--- src/rtl/regfile_pkg.sv ---
`default_nettype none
// +--------------------------------------------------------------------------+
// | regfile_pkg                                                              |
// | Shared constants, address-width helper and address type for the          |
// | scoreboarded register file.                                              |
// | Revision: 1.0                                                            |
// +--------------------------------------------------------------------------+
package regfile_pkg;

    localparam int REG_ZERO      = 0;
    localparam int DEFAULT_XLEN  = 32;
    localparam int DEFAULT_NREGS = 32;

    function automatic int addr_w(input int nregs);
        return $clog2(nregs);
    endfunction

    typedef logic [addr_w(DEFAULT_NREGS)-1:0] reg_addr_t;

endpackage
`default_nettype wire

--- src/rtl/regfile_scoreboard_if.sv ---
`default_nettype none
// +--------------------------------------------------------------------------+
// | regfile_scoreboard_if                                                    |
// | Read, writeback, issue and busy signals of the scoreboarded regfile.     |
// | Revision: 1.0                                                            |
// +--------------------------------------------------------------------------+
interface regfile_scoreboard_if
    import regfile_pkg::*;
#(
    parameter int XLEN   = DEFAULT_XLEN,
    parameter int NREGS  = DEFAULT_NREGS,
    parameter int NUM_RD = 2
);
    localparam int AW = addr_w(NREGS);

    logic [NUM_RD*AW-1:0]   rs;
    logic [NUM_RD*XLEN-1:0] readdata;
    logic [NUM_RD-1:0]      busy;
    logic [AW-1:0]          rd;
    logic [XLEN-1:0]        writedata;
    logic                   regwrite;
    logic                   issue_valid;
    logic [AW-1:0]          issue_rd;
    logic                   any_busy;

    modport master (
        output rs, rd, writedata, regwrite, issue_valid, issue_rd,
        input  readdata, busy, any_busy
    );

    modport slave (
        input  rs, rd, writedata, regwrite, issue_valid, issue_rd,
        output readdata, busy, any_busy
    );

endinterface
`default_nettype wire

--- src/rtl/regfile_busy_table.sv ---
`default_nettype none
// +--------------------------------------------------------------------------+
// | regfile_busy_table                                                       |
// | Per-register busy bits with set-over-clear priority and read lookup.     |
// | Revision: 1.0                                                            |
// +--------------------------------------------------------------------------+
module regfile_busy_table
    import regfile_pkg::*;
#(
    parameter int NREGS  = DEFAULT_NREGS,
    parameter int NUM_RD = 2
) (
    input  wire logic                              clk,
    input  wire logic                              reset,
    input  wire logic                              set_en,
    input  wire logic [addr_w(NREGS)-1:0]          set_addr,
    input  wire logic                              clr_en,
    input  wire logic [addr_w(NREGS)-1:0]          clr_addr,
    input  wire logic [NUM_RD*addr_w(NREGS)-1:0]   rs,
    output logic      [NUM_RD-1:0]                 busy_raw,
    output logic                                   any_busy
);
    localparam int AW = addr_w(NREGS);
    localparam logic [AW-1:0] c_zero = AW'(REG_ZERO);

    logic [NREGS-1:0] r_bits;
    logic [NREGS-1:0] w_next;

    // Clear is applied first so a same-register issue overrides it.
    always_comb begin
        w_next = r_bits;
        if (clr_en && (clr_addr != c_zero)) begin
            w_next[clr_addr] = 1'b0;
        end
        if (set_en && (set_addr != c_zero)) begin
            w_next[set_addr] = 1'b1;
        end
        w_next[0] = 1'b0;
    end

    always_ff @(posedge clk) begin
        if (reset) begin
            r_bits <= '0;
        end else begin
            r_bits <= w_next;
        end
    end

    for (genvar i = 0; i < NUM_RD; i++) begin : g_lookup
        assign busy_raw[i] = r_bits[rs[i*AW +: AW]];
    end

    assign any_busy = |r_bits;

endmodule
`default_nettype wire

--- src/rtl/regfile_scoreboard.sv ---
`default_nettype none
// +--------------------------------------------------------------------------+
// | regfile_scoreboard                                                       |
// | Multi-port register file with zero register, writeback bypass and a      |
// | busy scoreboard driving the decode-stage stall.                          |
// | Revision: 1.0                                                            |
// +--------------------------------------------------------------------------+
module regfile_scoreboard
    import regfile_pkg::*;
#(
    parameter int XLEN   = DEFAULT_XLEN,
    parameter int NREGS  = DEFAULT_NREGS,
    parameter int NUM_RD = 2,
    parameter int BYPASS = 1
) (
    input  wire logic            clk,
    input  wire logic            reset,
    regfile_scoreboard_if.slave  bus
);
    localparam int AW = addr_w(NREGS);
    localparam logic [AW-1:0] c_zero = AW'(REG_ZERO);
    localparam logic          c_bypass = (BYPASS != 0);

    logic [XLEN-1:0]               r_regs [NREGS];
    logic                          w_wb_en;
    logic [NUM_RD-1:0]             w_busy_raw;
    logic [NUM_RD-1:0][XLEN-1:0]   w_rdata;
    logic [NUM_RD-1:0]             w_busy;

    assign w_wb_en = bus.regwrite && (bus.rd != c_zero);

    always_ff @(posedge clk) begin
        if (reset) begin
            for (int k = 0; k < NREGS; k++) begin
                r_regs[k] <= '0;
            end
        end else if (w_wb_en) begin
            r_regs[bus.rd] <= bus.writedata;
        end
    end

    regfile_busy_table #(
        .NREGS  (NREGS),
        .NUM_RD (NUM_RD)
    ) u_busy_table (
        .clk      (clk),
        .reset    (reset),
        .set_en   (bus.issue_valid),
        .set_addr (bus.issue_rd),
        .clr_en   (bus.regwrite),
        .clr_addr (bus.rd),
        .rs       (bus.rs),
        .busy_raw (w_busy_raw),
        .any_busy (bus.any_busy)
    );

    for (genvar i = 0; i < NUM_RD; i++) begin : g_rd
        logic [AW-1:0] w_rs;
        logic          w_hit;
        logic          w_reissue;

        assign w_rs      = bus.rs[i*AW +: AW];
        // Bypass is held off under reset so reads settle to zero.
        assign w_hit     = c_bypass && !reset && w_wb_en && (bus.rd == w_rs);
        assign w_reissue = bus.issue_valid && (bus.issue_rd == w_rs);

        assign w_rdata[i] = (w_rs == c_zero) ? '0 :
                            w_hit            ? bus.writedata :
                                               r_regs[w_rs];

        // A bypassed writeback releases the stall unless a younger
        // instruction claims the same destination in this cycle.
        assign w_busy[i] = w_busy_raw[i] && !(w_hit && !w_reissue);
    end

    assign bus.readdata = w_rdata;
    assign bus.busy     = w_busy;

endmodule
`default_nettype wire

--- src/flat_wrapper.sv ---
// flat-port wrapper written by rule: the top's interface ports become plain ports
module regfile_scoreboard_flat import regfile_pkg::*;
#(
    parameter int XLEN   = DEFAULT_XLEN,
    parameter int NREGS  = DEFAULT_NREGS,
    parameter int NUM_RD = 2,
    parameter int BYPASS = 1
)
  (clk, reset, bus_rs, bus_rd, bus_writedata, bus_regwrite, bus_issue_valid, bus_issue_rd, bus_readdata, bus_busy, bus_any_busy);
  regfile_scoreboard_if #(.XLEN(XLEN), .NREGS(NREGS), .NUM_RD(NUM_RD)) bus_i ();
  input  wire logic clk;
  input  wire logic reset;
  input wire logic [$bits(bus_i.rs)-1:0] bus_rs;
  input wire logic [$bits(bus_i.rd)-1:0] bus_rd;
  input wire logic [$bits(bus_i.writedata)-1:0] bus_writedata;
  input wire logic [$bits(bus_i.regwrite)-1:0] bus_regwrite;
  input wire logic [$bits(bus_i.issue_valid)-1:0] bus_issue_valid;
  input wire logic [$bits(bus_i.issue_rd)-1:0] bus_issue_rd;
  output wire logic [$bits(bus_i.readdata)-1:0] bus_readdata;
  output wire logic [$bits(bus_i.busy)-1:0] bus_busy;
  output wire logic [$bits(bus_i.any_busy)-1:0] bus_any_busy;
  assign bus_i.rs = bus_rs;
  assign bus_i.rd = bus_rd;
  assign bus_i.writedata = bus_writedata;
  assign bus_i.regwrite = bus_regwrite;
  assign bus_i.issue_valid = bus_issue_valid;
  assign bus_i.issue_rd = bus_issue_rd;
  assign bus_readdata = bus_i.readdata;
  assign bus_busy = bus_i.busy;
  assign bus_any_busy = bus_i.any_busy;
  regfile_scoreboard #(.XLEN(XLEN), .NREGS(NREGS), .NUM_RD(NUM_RD), .BYPASS(BYPASS)) u_core (.clk(clk), .reset(reset), .bus(bus_i));
endmodule
--- config.mk ---
export PLATFORM = sky130hd
export DESIGN_NAME = regfile_scoreboard_flat
export DESIGN_NICKNAME = d
export VERILOG_FILES = /design/src/rtl/regfile_pkg.sv /design/src/rtl/regfile_scoreboard_if.sv /design/src/rtl/regfile_busy_table.sv /design/src/rtl/regfile_scoreboard.sv /design/src/flat_wrapper.sv
export SDC_FILE = /design/constraint.sdc
export NUM_CORES = 2
export LEC_CHECK = 0
export CAP_MARGIN = 20
export CORE_MARGIN = 2
export CORE_UTILIZATION = 51
export DETAILED_ROUTE_END_ITERATION = 12
export HOLD_SLACK_MARGIN = 0.1
export PLACE_DENSITY = 0.75
export SYNTH_ARGS = -nofsm -noshare
export SYNTH_HDL_FRONTEND = slang
export SYNTH_SLANG_ARGS = --single-unit
--- constraint.sdc ---
create_clock -name clk -period 6.47 [get_ports clk]
set_input_delay 0.9705 -clock clk [delete_from_list [all_inputs] [get_ports clk]]
set_output_delay 0.9705 -clock clk [all_outputs]
set_load 0.05 [all_outputs]
-- After elaboration in Yosys (flattened, before gate mapping)
Memory sizes are Yosys's and may differ from the RTL's.
Cells that the tools add are included.
- flip-flop bits (word level): 32
- bits in writable memories: 1024
- input port bits: 56
- output and inout port bits: 67
- word-level logic and storage cells: 62
- memories: 1
- magnitude comparators: 6
- equality and inequality tests: 4
- muxes and demuxes: 22
- bitwise gates (word level): 3
- reductions and logical operators: 24
- memories (memory ; words ; bits a word ; read ports ; clocked after Yosys merged registers in ; write ports ; RTL line ; text):
    u_core.r_regs ; 32 ; 32 ; 2 ; 0 ; 32 ; regfile_scoreboard.sv:24 ; logic [XLEN-1:0] r_regs [NREGS];
- operators by type and width (cell ; number):
    $mux W32 ; 7
    $reduce_or A32 Y1 ; 2
    $and A32 B32 Y32 ; 1
    $not A32 Y32 ; 1
    $or A32 B32 Y32 ; 1
    $lt A5 B6 Y1 const B ; 4
    $eq A5 B5 Y1 ; 4
    $logic_and A1 B1 Y1 ; 13
    $bmux W1 S5 ; 2
    $demux W1 S5 ; 2
    $ge A5 B1 Y1 const B ; 2
    $logic_not A5 Y1 ; 2
    $mux W1 ; 10
    $reduce_bool A5 Y1 ; 2
    $logic_not A1 Y1 ; 5
    $mux W5 ; 1

-- Longest topological paths before layout
- depth after elaboration: 9
- depth in mapped cells: 9
- depth with buffers taken out: 5

-- Cells and area by module
A second synthesis with hierarchy kept.
- cell total of the unflattened synthesis: 4326
- area, all modules: 57823.0 µm²
- modules (own cells, without submodules) (module ; times used ; cells an instance ; area each (µm²) ; seq. area each (µm²)):
    regfile_scoreboard ; 1 ; 4084 ; 55932.4 ; 30749.5
    regfile_busy_table ; 1 ; 242 ; 1890.6 ; 620.6

-- Worst setup path after synthesis
No wires, ideal clock.
- path kind: input port to flip-flop
- from: input bus_rd[3]
- to: memory u_core.r_regs[8][0] (netlist bit), enable pin
- library setup time: 0.472 ns
- data arrival time: 4.400 ns
- required time: 5.998 ns
- path slack: 1.599 ns
- cell stages on the path: 5
- path buffers: 3
- cells stage by stage: buf_2 > or3b_2 > clkbuf_1 > clkbuf_1 > o31ai_1
- RTL lines (what ; RTL line ; text):
    start: declaration ; flat_wrapper.sv:14 ; input wire logic [$bits(bus_i.rd)-1:0] bus_rd;
    end: declaration ; regfile_scoreboard.sv:24 ;

-- Worst setup path after layout
- from: input bus_rd[3]
- to: output bus_readdata[23]
- cells in the longest elaborated chain, start to end: 6
- elaborated cells on any way between the ends: 7
- those cells by class: eq/ne: 1; mux: 2; reduce/logical: 4
- ends and longest elaborated chain (what ; RTL line ; text):
    $reduce_bool A5 Y1 ; regfile_scoreboard.sv:30 ; assign w_wb_en = bus.regwrite && (bus.rd != c_zero);
    $logic_and A1 B1 Y1 ; regfile_scoreboard.sv:30 ;
    $logic_and A1 B1 Y1 ; regfile_scoreboard.sv:64 ; assign w_hit = c_bypass && !reset && w_wb_en && (bus.rd == w_rs);
    $logic_and A1 B1 Y1 (*) ; regfile_scoreboard.sv:64 ;
    $mux W32 (*) ; regfile_scoreboard.sv:68 ; w_hit ? bus.writedata :
    $mux W32 (*) ; regfile_scoreboard.sv:67 ; assign w_rdata[i] = (w_rs == c_zero) ? '0 :
    end: declaration ; flat_wrapper.sv:19 ; output wire logic [$bits(bus_i.readdata)-1:0] bus_readdata;
Every way passes the cells marked *; elsewhere a longest branch is shown, timed or not.

==> out/results.ini <==
[detailed_routing]
dr.pass1.iters=7
vias=39000
wirelength_mm=188
drtIter0Drc=6292
ant_nets=0
vias_per_cell=7.02
wl_per_cell_um=33.9
drc=0

[floorplanning]
die_area_mm2=0.114
die_x_um=338
row_count=122
die_h_um=338
initial_core_util_pct=51.4
coreArea_mm2=0.111
io-pin-count=123

[synthesis]
synth_top_flop_cell=edfxtp_1
synth_seq_cells=1055
async_flop_share_pct=0
syn_area_mm2=0.0568
synth.distinct_cells=54
yosysWarnings=0
synth_area_per_cell_um2=14.2
ys_seq_area_share_pct=55.2
synth_cells=3995
synth-edff-count=1024

[critical_path]
r2r_slack_ns=5.75
crit_required_ns=5.50
crit_path_start_kind=input pin
arrival_ns=4.85
cp_max_fo=34
endpoint_kind=output port
path_class=input pin to output port

[timing]
setup_viol=0
fmax_ghz=0.172
max_slew_margin_pct=20.4
grt_setup_unrepaired=false
fin_crit_sh_pct=89.9
fin_tns_setup_ns=0
worst_slack_ns=0.654
slew_violations=0
hold_violations=0
worstMarginPinSlew_ns=1.19
fin_skew_ns=0
period_needed_ns=5.82

[grt]
antenna_found_initial=10
grt_pass1_wl_mm=268
busiest_layer=met2
gr-usage-met2_pct=49.5
grt_usage_pct=33.0
use_met3_pct=11.4
grt_overflow_total=0
grt_max_degree=73
grt_pass1_vias=38500
grt_util_met1_pct=42.9

[cts]
post_cts_buffers=0
clk_pin_slew_ns=0.06
holdBufCountCts=0
clkSinkCount=1055
cts_tree=built
numCtsBuffers=106
clock_latency_ns=0.69
ctsResizeCount=0
root_buffer=clkbuf_16
htreeDepth=3
cts.path.max_buffers=3

[placement]
pre_cts_ws_ns=0.870
place_congestion=0.964
dp_hpwl_mm=112
io_buffers=122
placed_area_mm2=0.0601

[finish]
area_growth_pct=11.8
stdcell_area_mm2=0.0635
nets=4032
regArea_mm2=0.0314
final_core_util_pct=57.4
final_cell_mix=edfxtp_1, and2_1, mux4_2, mux2i_1, buf_4
multiInputGateArea_mm2=0.0240
fill_cells=8477
final_common_cell=edfxtp_1
drive_gt1_share_pct=22.3

[flow_run]
maxCapViolCount=0

[worst_hold_path]
hp-class=flip-flop to flip-flop

[power]
p_per_area_mw_per_mm2=261
irDropWorstVdd_mv=0.230
power_uw=16600
p_leak_uw=0.0219

[status]
status=completed

==> through the flow <==
stage	instances	hold slack [ns]
finish	5550	0.503
global route	5545	0.524
CTS	5539	0.502
detailed placement	5350	0.489
global placement	5349	0.479
floorplan	4026	0.465
==> metal layers <==
layer,share of wire [%],wire (µm),up-vias
li1,-,-,15400
met5,0.034,64,-
met3,15,28600,647
met2,45,84000,3387
met4,5.8,10800,12
met1,34,64600,19500
==> cell type report <==
cell class | count | area share, %
Antenna cell | 5 | 0.0197
Clock buffer | 137 | 4.46
Clock inverter | 52 | 0.701
Inverter | 39 | 0.230
Multi-Input combinational cell | 2486 | 37.7
Sequential cell | 1055 | 49.4
Tap cell | 1488 | 2.93
Timing Repair Buffer | 288 | 4.57
==> registers in the layout, indices dropped and copies added (netlist names) <==
signal                      flops
u_core.r_regs                1024
u_core.u_busy_table.r_bits     31
==> cell usage after synthesis, drive strengths merged, types with 32 or more instances <==
library cell / number / area, µm²
clkbuf: 309 / 1160
nor4: 44 / 275
a211o: 60 / 526
nand2: 56 / 210
o21ai: 32 / 171
buf: 137 / 703
and2: 950 / 5940
o221ai: 50 / 438
a21oi: 60 / 300
a22oi: 40 / 300
nor2: 40 / 150
mux4: 443 / 9980
nor3: 74 / 375
a211oi: 61 / 458
o22ai: 158 / 988
mux2i: 212 / 2120
inv: 38 / 143
nor2b: 42 / 263
edfxtp: 1024 / 30700
==> cells by family (layout without fill, tap and decap cells) <==
logic type	count (synthesis)	in the layout	share of synthesized area, %
simple gates	1290	1290	13.7
flops	1055	1055	55.2
mux	656	656	21.3
compound gates	488	488	5.98
buf+inv	485	516	3.54
xor+xnor	20	20	0.308
other cells	1	37	0.00660
==> critical path, stage by stage <==
cell	delay, ns
clkdlybuf4s50_1	0.74
or3_1	0.49
buf_4	0.23
o211ai_1	0.55
nor3_2	0.10
buf_4	0.32
a222oi_1	1.18
buf_12	0.23
==> final timing paths <==
path                                              from                                         to  cells after the start
max                                          bus_rd[3]                           bus_readdata[23]                      8
min           u_core.u_busy_table.r_bits[5]$_SDFF_PP0_   u_core.u_busy_table.r_bits[5]$_SDFF_PP0_                      2
max reg2reg  u_core.u_busy_table.r_bits[21]$_SDFF_PP0_  u_core.u_busy_table.r_bits[21]$_SDFF_PP0_                      2
min reg2reg   u_core.u_busy_table.r_bits[5]$_SDFF_PP0_   u_core.u_busy_table.r_bits[5]$_SDFF_PP0_                      2
==> report_power, final <==
part           total (µW)  internal [µW]  switching, µW
sequential           8070           7870            193
clock                6030           3380           2640
combinational        2500            964           1540
No activity file was read; power rests on OpenSTA's default activity.
